## config.mk

```make
export PLATFORM = sky130hd
export DESIGN_NAME = regbank_ctrl
export DESIGN_NICKNAME = d
export VERILOG_FILES = /design/src/rtl/regbank_ctrl.sv
export SDC_FILE = /design/constraint.sdc
export NUM_CORES = 1
export LEC_CHECK = 0
export BUFFER_PORTS_ARGS = -buffer_cell sky130_fd_sc_hd__buf_2
export CORE_UTILIZATION = 48
export DETAILED_ROUTE_END_ITERATION = 10
export HOLD_SLACK_MARGIN = 0.08
export MAX_ROUTING_LAYER = met4
export PLACE_DENSITY = 0.67
export REMOVE_ABC_BUFFERS = 1
export SYNTH_ARGS = -nofsm -noshare
export SYNTH_HDL_FRONTEND = slang
export SYNTH_SLANG_ARGS = --single-unit
```

## constraint.sdc

```tcl
create_clock -name clk -period 2.47 [get_ports clk]
set_input_delay 0.247 -clock clk [delete_from_list [all_inputs] [get_ports clk]]
set_output_delay 0.247 -clock clk [all_outputs]
set_load 0.03 [all_outputs]
```

## src/rtl/regbank_ctrl.sv

```systemverilog
// Register-bank sequencer: owns the write enables, write data and read
// select of a bank of byte registers and runs one command at a time as a
// fixed multi-cycle sequence (LOAD, MOVE, LDPAIR, INCPAIR).
//
// Handshake: ready is high only in IDLE; a command is taken on a rising
// edge where ready=1 and cmd_stb=1. A strobe while ready=0 is dropped, not
// queued. done pulses for one cycle once the last write has landed in the
// bank.
//
// Pair addressing: pair p maps its high byte to index {p,0} and its low
// byte to index {p,1} (B/C, D/E, H/L ordering).
module regbank_ctrl #(
  parameter int DATASIZE = 8,
  parameter int ADDRSIZE = 3
) (
  input  logic                      clk,
  input  logic                      rst,
  input  logic                      cmd_stb,
  input  logic [1:0]                cmd_op,
  input  logic [ADDRSIZE-1:0]       cmd_dst,
  input  logic [ADDRSIZE-1:0]       cmd_src,
  input  logic [2*DATASIZE-1:0]     cmd_data,
  input  logic [DATASIZE-1:0]       reg_dout,
  output logic                      ready,
  output logic                      done,
  output logic [(2**ADDRSIZE)-1:0]  reg_enb,
  output logic [DATASIZE-1:0]       reg_din,
  output logic [ADDRSIZE-1:0]       reg_sel
);

  localparam int NREG = 2**ADDRSIZE;

  localparam logic [1:0] OP_LOAD    = 2'b00;
  localparam logic [1:0] OP_MOVE    = 2'b01;
  localparam logic [1:0] OP_LDPAIR  = 2'b10;
  localparam logic [1:0] OP_INCPAIR = 2'b11;

  typedef enum logic [2:0] {
    S_IDLE  = 3'd0,
    S_RD_LO = 3'd1,
    S_RD_HI = 3'd2,
    S_WR_LO = 3'd3,
    S_WR_HI = 3'd4,
    S_DONE  = 3'd5
  } state_t;

  state_t                state_q;
  logic [1:0]            op_q;
  logic [ADDRSIZE-1:0]   dst_q;
  logic [DATASIZE-1:0]   data_lo_q;
  logic [DATASIZE-1:0]   tmp_lo_q;
  logic [DATASIZE-1:0]   tmp_hi_q;
  logic                  carry;

  function automatic logic [NREG-1:0] onehot(input logic [ADDRSIZE-1:0] idx);
    logic [NREG-1:0] r;
    r      = '0;
    r[idx] = 1'b1;
    return r;
  endfunction

  function automatic logic [ADDRSIZE-1:0] hi_idx(input logic [ADDRSIZE-1:0] d);
    return {d[ADDRSIZE-1:1], 1'b0};
  endfunction

  function automatic logic [ADDRSIZE-1:0] lo_idx(input logic [ADDRSIZE-1:0] d);
    return {d[ADDRSIZE-1:1], 1'b1};
  endfunction

  // Carry out of the low byte of a pair increment
  assign carry = (tmp_lo_q == {DATASIZE{1'b1}});

  // Sequencer state, latched command and all registered outputs
  always_ff @(posedge clk) begin
    if (rst) begin
      state_q   <= S_IDLE;
      op_q      <= '0;
      dst_q     <= '0;
      data_lo_q <= '0;
      tmp_lo_q  <= '0;
      tmp_hi_q  <= '0;
      ready     <= 1'b1;
      done      <= 1'b0;
      reg_enb   <= '0;
      reg_din   <= '0;
      reg_sel   <= '0;
    end else begin
      // Enables and done are single-cycle unless a state re-asserts them
      reg_enb <= '0;
      done    <= 1'b0;
      case (state_q)
        S_IDLE: begin
          if (cmd_stb) begin
            op_q      <= cmd_op;
            dst_q     <= cmd_dst;
            data_lo_q <= cmd_data[DATASIZE-1:0];
            ready     <= 1'b0;
            case (cmd_op)
              OP_LOAD: begin
                state_q <= S_WR_LO;
                reg_enb <= onehot(cmd_dst);
                reg_din <= cmd_data[DATASIZE-1:0];
              end
              OP_MOVE: begin
                state_q <= S_RD_LO;
                reg_sel <= cmd_src;
              end
              OP_LDPAIR: begin
                state_q <= S_WR_HI;
                reg_enb <= onehot(hi_idx(cmd_dst));
                reg_din <= cmd_data[2*DATASIZE-1:DATASIZE];
              end
              default: begin
                state_q <= S_RD_LO;
                reg_sel <= lo_idx(cmd_dst);
              end
            endcase
          end
        end
        S_RD_LO: begin
          tmp_lo_q <= reg_dout;
          if (op_q == OP_MOVE) begin
            state_q <= S_WR_LO;
            reg_enb <= onehot(dst_q);
            reg_din <= reg_dout;
          end else begin
            state_q <= S_RD_HI;
            reg_sel <= hi_idx(dst_q);
          end
        end
        S_RD_HI: begin
          tmp_hi_q <= reg_dout;
          state_q  <= S_WR_LO;
          reg_enb  <= onehot(lo_idx(dst_q));
          reg_din  <= tmp_lo_q + {{(DATASIZE-1){1'b0}}, 1'b1};
        end
        S_WR_LO: begin
          if (op_q == OP_INCPAIR) begin
            state_q <= S_WR_HI;
            reg_enb <= onehot(hi_idx(dst_q));
            reg_din <= tmp_hi_q + {{(DATASIZE-1){1'b0}}, carry};
          end else begin
            state_q <= S_DONE;
            done    <= 1'b1;
          end
        end
        S_WR_HI: begin
          if (op_q == OP_LDPAIR) begin
            state_q <= S_WR_LO;
            reg_enb <= onehot(lo_idx(dst_q));
            reg_din <= data_lo_q;
          end else begin
            state_q <= S_DONE;
            done    <= 1'b1;
          end
        end
        S_DONE: begin
          state_q <= S_IDLE;
          ready   <= 1'b1;
        end
        default: begin
          state_q <= S_IDLE;
          ready   <= 1'b1;
        end
      endcase
    end
  end

endmodule

```

==> results.py, run 1 <==
metrics = {
    "critical_path": {
        "worstPathMaxFanout": 4,
        "critPathLaunchType": "flop",
        "criticalPathCategory": "flop to flop",
        "r2r_slack_ps": 210,
        "cpPeakStageDelay_ps": 390,
        "cp_slowest_cell": "dfxtp_1",
        "cp_data_required_time_ps": 2690,
        "crit_buf_inv": 0,
        "cp.arrival_ps": 2480,
        "worstPathCellList": "and4_1 > and4_1 > ha_1 > ha_1 > nand3_1 > or3_1 > a21oi_1 > a211oi_1 > o41ai_2",
        "endpoint_kind": "flop",
        "critical-path-top-delay-family": "simple AND/OR/NAND/NOR gates",
    },
    "route": {
        "drtIter0Drc": 212,
        "drt_first_pass_iters": 5,
        "vias": 2789,
        "wl_per_cell_um": 15.6,
        "ant_nets": 0,
        "drc": 0,
        "via_per_inst": 5.70,
        "routed_wl_um": 7600,
    },
    "timing": {
        "fin_crit_sh_pct": 91.3,
        "finalSetupTns_ps": 0,
        "timing.fmax_ghz": 0.443,
        "tightestPinTransition_ps": 576,
        "fin_skew_ps": 4.00,
        "slew_violations": 0,
        "final-setup-viol-count": 0,
        "slew_headroom_pct": 61.5,
        "hold-worst-slack_ps": 171,
        "fin_crit_ps": 2260,
        "rsz0062_at_grt": "false",
        "finalHoldViolCount": 0,
    },
    "floorplan": {
        "initial_core_util_pct": 50.5,
        "fp.dieW_um": 78.8,
        "ioPinCount": 56,
        "die-area_um2": 6210,
        "die_h_um": 78.8,
        "core_region_area_um2": 5610,
        "row_count": 27,
    },
    "outcome": {
        "status": "completed",
    },
    "grt": {
        "grt_pass1_vias": 2431,
        "overflow": 0,
        "grt_max_degree": 30,
        "grtUsageTotal_pct": 26.7,
        "grt_pass1_wl_um": 12500,
        "antenna_found_initial": 0,
    },
    "job": {
        "max_cap_violations": 0,
    },
    "worst_hold_path": {
        "hp-class": "input pin to flop",
    },
    "final_layout": {
        "final_common_cell": "nand2_1",
        "n_antenna_cell": 0,
        "mostFrequentLayoutCells": "78 x nand2_1, 55 x buf_2, 50 x dfxtp_1, 48 x a21oi_1, 21 x nor2_1",
        "layout-drive-gt1-share_pct": 21.8,
        "syn2layout_area_growth_pct": 16.1,
        "final_nets": 455,
    },
    "cts": {
        "clkSlewWorstSetupHoldPaths_ps": 100,
        "clk_latency_ps": 310,
        "cts_root_buf": "clkbuf_8",
        "cts-htree-levels": 2,
        "clockBufferDepth": 2,
        "cts_tree": "built",
        "cts_sinks": 53,
        "cts_setup_buffers": 0,
        "cts_buffers": 5,
    },
    "synth": {
        "netlist_instances": 362,
        "yosysSeqAreaShare_pct": 37.5,
        "synth.top_cell.area_share_pct": 37.5,
        "synth_area_leader_cell": "dfxtp_1",
        "synthFlopType": "dfxtp_1",
        "syn_area_per_cell_um2": 7.83,
        "synth-seq-cells": 53,
        "syn_area_um2": 2830,
        "yosysWarnings": 0,
        "ys_top_cells_by_area": "dfxtp_1 37%, nand2_1 10%, a21oi_1 8.5%",
        "synth.distinct_cells": 54,
        "synthArstFlopShare_pct": 0,
        "synth-edff-count": 0,
    },
    "power": {
        "p_per_area_nw_per_um2": 790,
        "p_leak_uw": 0.00133,
        "ir_drop_v": 0.000339,
        "finalPower_uw": 2600,
    },
    "placed_design": {
        "port_buffers": 55,
        "hpwl_um": 5620,
        "gp_congestion": 0.882,
    },
}
-- stage by stage --
step / instance area [um2] / util (%) / cells / setup WS, ps
final: 3290 / 58.7 / 489 / 215
after global routing: 3290 / 58.7 / 489 / 40.2
after CTS: 3290 / 58.6 / 489 / 153
after detailed placement: 3200 / 57.0 / 481 / 176
after global placement: 3200 / 57.0 / 481 / 254
after floorplan: 2730 / - / 341 / 173
-- Yosys cell counts (4+ instances only) --
library cell and count:
nand2_1 78, dfxtp_1 53, a21oi_1 48, nor2_1 21
nand3_1 13, nor2b_1 13, a22oi_1 12, clkbuf_1 11
mux2i_1 10, inv_1 9, buf_2 8, a211oi_1 7
xnor2_1 7, o21ai_0 5, ha_1 4, nor3_1 4
o22ai_1 4, or3_1 4
-- registers in the layout (all words and copies together), names as in the netlist --
name	flops
dst_q	3
reg_din	8
done	1
reg_sel	3
op_q	2
tmp_hi_q	8
ready	1
reg_enb	8
data_lo_q	8
tmp_lo_q	8
state_q	3
-- worst register-to-register path, cell delays in order, from the launching register on --
cell,delay (ps)
dfxtp_1,390
and4_1,240
and4_1,230
ha_1,150
ha_1,170
nand3_1,130
or3_1,360
a21oi_1,150
a211oi_1,80
o41ai_2,260
-- power breakdown --
part / switching (uW) / internal, uW / total (uW)
Clock: 301 / 202 / 503
Sequential: 117 / 980 / 1100
Combinational: 627 / 373 / 999
-- final timing paths --
kind,endpoint,startpoint,depth (start not counted)
max,reg_din[6],tmp_lo_q[4],9
min,dst_q[0],cmd_dst[0],3
max reg2reg,reg_din[6],tmp_lo_q[4],9
min reg2reg,reg_sel[2],reg_sel[2],2
-- logic make-up (layout without fill, tap and decap cells) --
group,after synthesis,count (layout),share of synthesized area (%)
buf+inv,31,86,4.86
flops,53,53,37.5
xor+xnor,10,10,3.09
simple gates,152,152,25.5
mux,10,10,3.53
fa+ha+maj,4,4,1.77
compound gates,102,102,23.8
-- layer usage --
layer,vias up,GRT usage [%],wire length [um],part of all wire (%)
li1,1386,-,-,-
met1,1284,38.7,3810,50
met2,109,38.4,3260,43
met3,10,4.48,442,5.8
met4,0,6.73,100,1.3
met5,-,-,0,0
-- layout make-up --
class	instances	area, um2
clock buffers	5	68.8
clock inverters	3	21.3
fillers	560	2320
inverters	10	37.5
multi-input cells	278	1630
flip-flops and latches	53	1060
well taps	72	90.1
repair buffers	68	373
-- what timing repair did --
action	CTS	global route
hold buffers	0	0
hold endpoints to repair	0	0
endpoints found under the setup margin	0	1
gates resized for setup	0	3
No activity file was read; power rests on OpenSTA's default activity.
==> inputs of run 2 (changes only) <==
- CORE_UTILIZATION: 48 -> 25
- PLACE_DENSITY: 0.67 -> 0.38
==> run 2 against run 1 <==
Design area up 5.4%. Maximum frequency down 0.92%. Register-to-register slack worse by 20 ps. Cell count up 15%. Highest routed layer unchanged. Wire length up 17%. Non-clock buffer count up 6. Clock power up 39%.
==> results.py, run 2 (synthesis gave the netlist of run 1 again) <==
metrics = {
    "outcome": {
        "status": "completed",
    },
    "cts": {
        "clk_latency_ps": 290,
        "cts_root_buf": "clkbuf_16",
        "cts_resized": 0,
        "cts_sinks": 53,
        "cts_buffers": 5,
        "cts_tree": "built",
        "cts-htree-levels": 2,
        "clockBufferDepth": 2,
        "cts_setup_buffers": 0,
        "clkSlewWorstSetupHoldPaths_ps": 70,
        "ctsHoldBuffers": 0,
    },
    "critical_path": {
        "critical-path-top-delay-family": "simple AND/OR/NAND/NOR gates",
        "cp.depth": 9,
        "r2r-end": "reg_din[6]",
        "criticalPathCategory": "flop to flop",
        "cpPeakStageDelay_ps": 390,
        "crit_buf_inv": 0,
        "worstPathCellList": "and4_1 > and4_1 > ha_1 > ha_1 > nand3_1 > or3_1 > a21oi_1 > a211oi_1 > o41ai_2",
        "cp_slowest_cell": "dfxtp_1",
        "critPathLaunchType": "flop",
        "endpoint_kind": "flop",
        "cp_data_required_time_ps": 2670,
        "cp.arrival_ps": 2480,
        "r2r_slack_ps": 190,
        "rr_startpoint": "tmp_lo_q[3]",
        "r2r_cells": 9,
        "worstPathMaxFanout": 5,
    },
    "job": {
        "max_cap_violations": 0,
    },
    "timing": {
        "fin_skew_ps": 9.27,
        "final.setup.worst_slack_ps": 194,
        "slew_violations": 0,
        "slew_headroom_pct": 63.8,
        "hold-worst-slack_ps": 198,
        "rsz0062_at_grt": "false",
        "timing.fmax_ghz": 0.439,
        "fin_crit_sh_pct": 92.1,
        "tightestPinTransition_ps": 542,
        "fin_crit_ps": 2280,
        "final-setup-viol-count": 0,
        "finalSetupTns_ps": 0,
        "finalHoldViolCount": 0,
    },
    "route": {
        "drt_first_pass_iters": 5,
        "wl_per_cell_um": 15.8,
        "drc": 0,
        "ant_nets": 0,
        "via_per_inst": 4.88,
        "vias": 2743,
        "drtIter0Drc": 202,
        "routed_wl_um": 8900,
    },
    "worst_hold_path": {
        "min_path_cells": 3,
        "whs_endpoint": "data_lo_q[1]",
        "hp-start": "cmd_data[1]",
        "hp-class": "input pin to flop",
    },
    "floorplan": {
        "ioPinCount": 56,
        "core_region_area_um2": 10900,
        "die_h_um": 108,
        "fp.dieW_um": 108,
        "row_count": 38,
        "die-area_um2": 11800,
        "initial_core_util_pct": 25.9,
    },
    "placed_design": {
        "hpwl_um": 6780,
        "gp_congestion": 0.753,
        "dp.cells": 555,
        "port_buffers": 55,
        "post-place-ws_ps": 188,
    },
    "final_layout": {
        "multi_input_area_um2": 1630,
        "layout-drive-gt1-share_pct": 21.8,
        "fill_cells": 1233,
        "final_common_cell": "nand2_1",
        "n_antenna_cell": 0,
        "fin_cells": 562,
        "seq_area_um2": 1060,
        "final_nets": 461,
        "syn2layout_area_growth_pct": 22.4,
        "mostFrequentLayoutCells": "78 x nand2_1, 55 x buf_2, 53 x dfxtp_1, 48 x a21oi_1, 21 x nor2_1",
    },
    "grt": {
        "grtUsageTotal_pct": 15.9,
        "antenna_found_initial": 0,
        "overflow": 0,
        "grt_pass1_wl_um": 13900,
        "grt_max_degree": 28,
        "grt_pass1_vias": 2509,
    },
    "power": {
        "ir_drop_v": 0.000305,
        "p_leak_uw": 0.00138,
        "p_per_area_nw_per_um2": 821,
    },
}
-- run 2: cell types whose count changed in the layout (fill, tap and decap cells not counted) --
cell / delta
clkinvlp_4: -1
dfxtp_1: +3
clkbuf_8: -4
clkinv_2: -1
clkbuf_16: +5
clkbuf_1: +1
buf_4: +6
inv_6: -1
dfxtp_2: -3
-- run 2: how the worst max path moves through the flow --
stage / startpoint / to / slack, ps
after floorplan: state_q[1] / reg_din[3] / 170
after global placement: tmp_lo_q[3] / reg_din[6] / 220
after detailed placement: tmp_lo_q[1] / reg_din[6] / 190
after CTS: tmp_lo_q[1] / reg_din[6] / 200
after global routing: tmp_lo_q[1] / reg_din[6] / 10
final: tmp_lo_q[3] / reg_din[6] / 190
-- run 2: layout make-up --
type / instances / share of cell area [%]
tap: 140 / 5.05
sequential: 53 / 30.6
clock buffer: 7 / 4.11
timing repair buffer: 74 / 12.0
inverter: 10 / 1.08
multi-input combinational: 278 / 47.1
-- run 2: power breakdown --
group | internal (uW) | total (uW) | switching, uW
sequential | 980 | 1100 | 119
combinational | 399 | 1050 | 648
clock | 399 | 701 | 302
total | 1780 | 2850 | 1070
-- run 2: worst min-delay path: cells and delay by family --
kind                   cells  cell delay (ps)
buffers and inverters      1              100
and+or+nand+nor            1               50
AOI/OAI and AO/OA          1               50
-- run 2: routing by layer --
layer  wire [um]  vias up  global-route usage (%)
met5           0        -                       -
met4          57        0                    4.05
met3         485        4                    2.23
met2        3820       74                    22.2
met1        4540     1270                    23.6
li1            -     1395                       -
-- run 2: per-stage QoR --
step | instance area [um2] | power (uW) | utilization, %
3_5_place_dp | 3330 | 2170 | 30.4
2_1_floorplan | 2730 | 1750 | -
4_1_cts | 3470 | 2890 | 31.7
3_3_place_gp | 3330 | 2170 | 30.4
5_1_grt | 3470 | 3060 | 31.7
6_report | 3470 | 2850 | 31.7
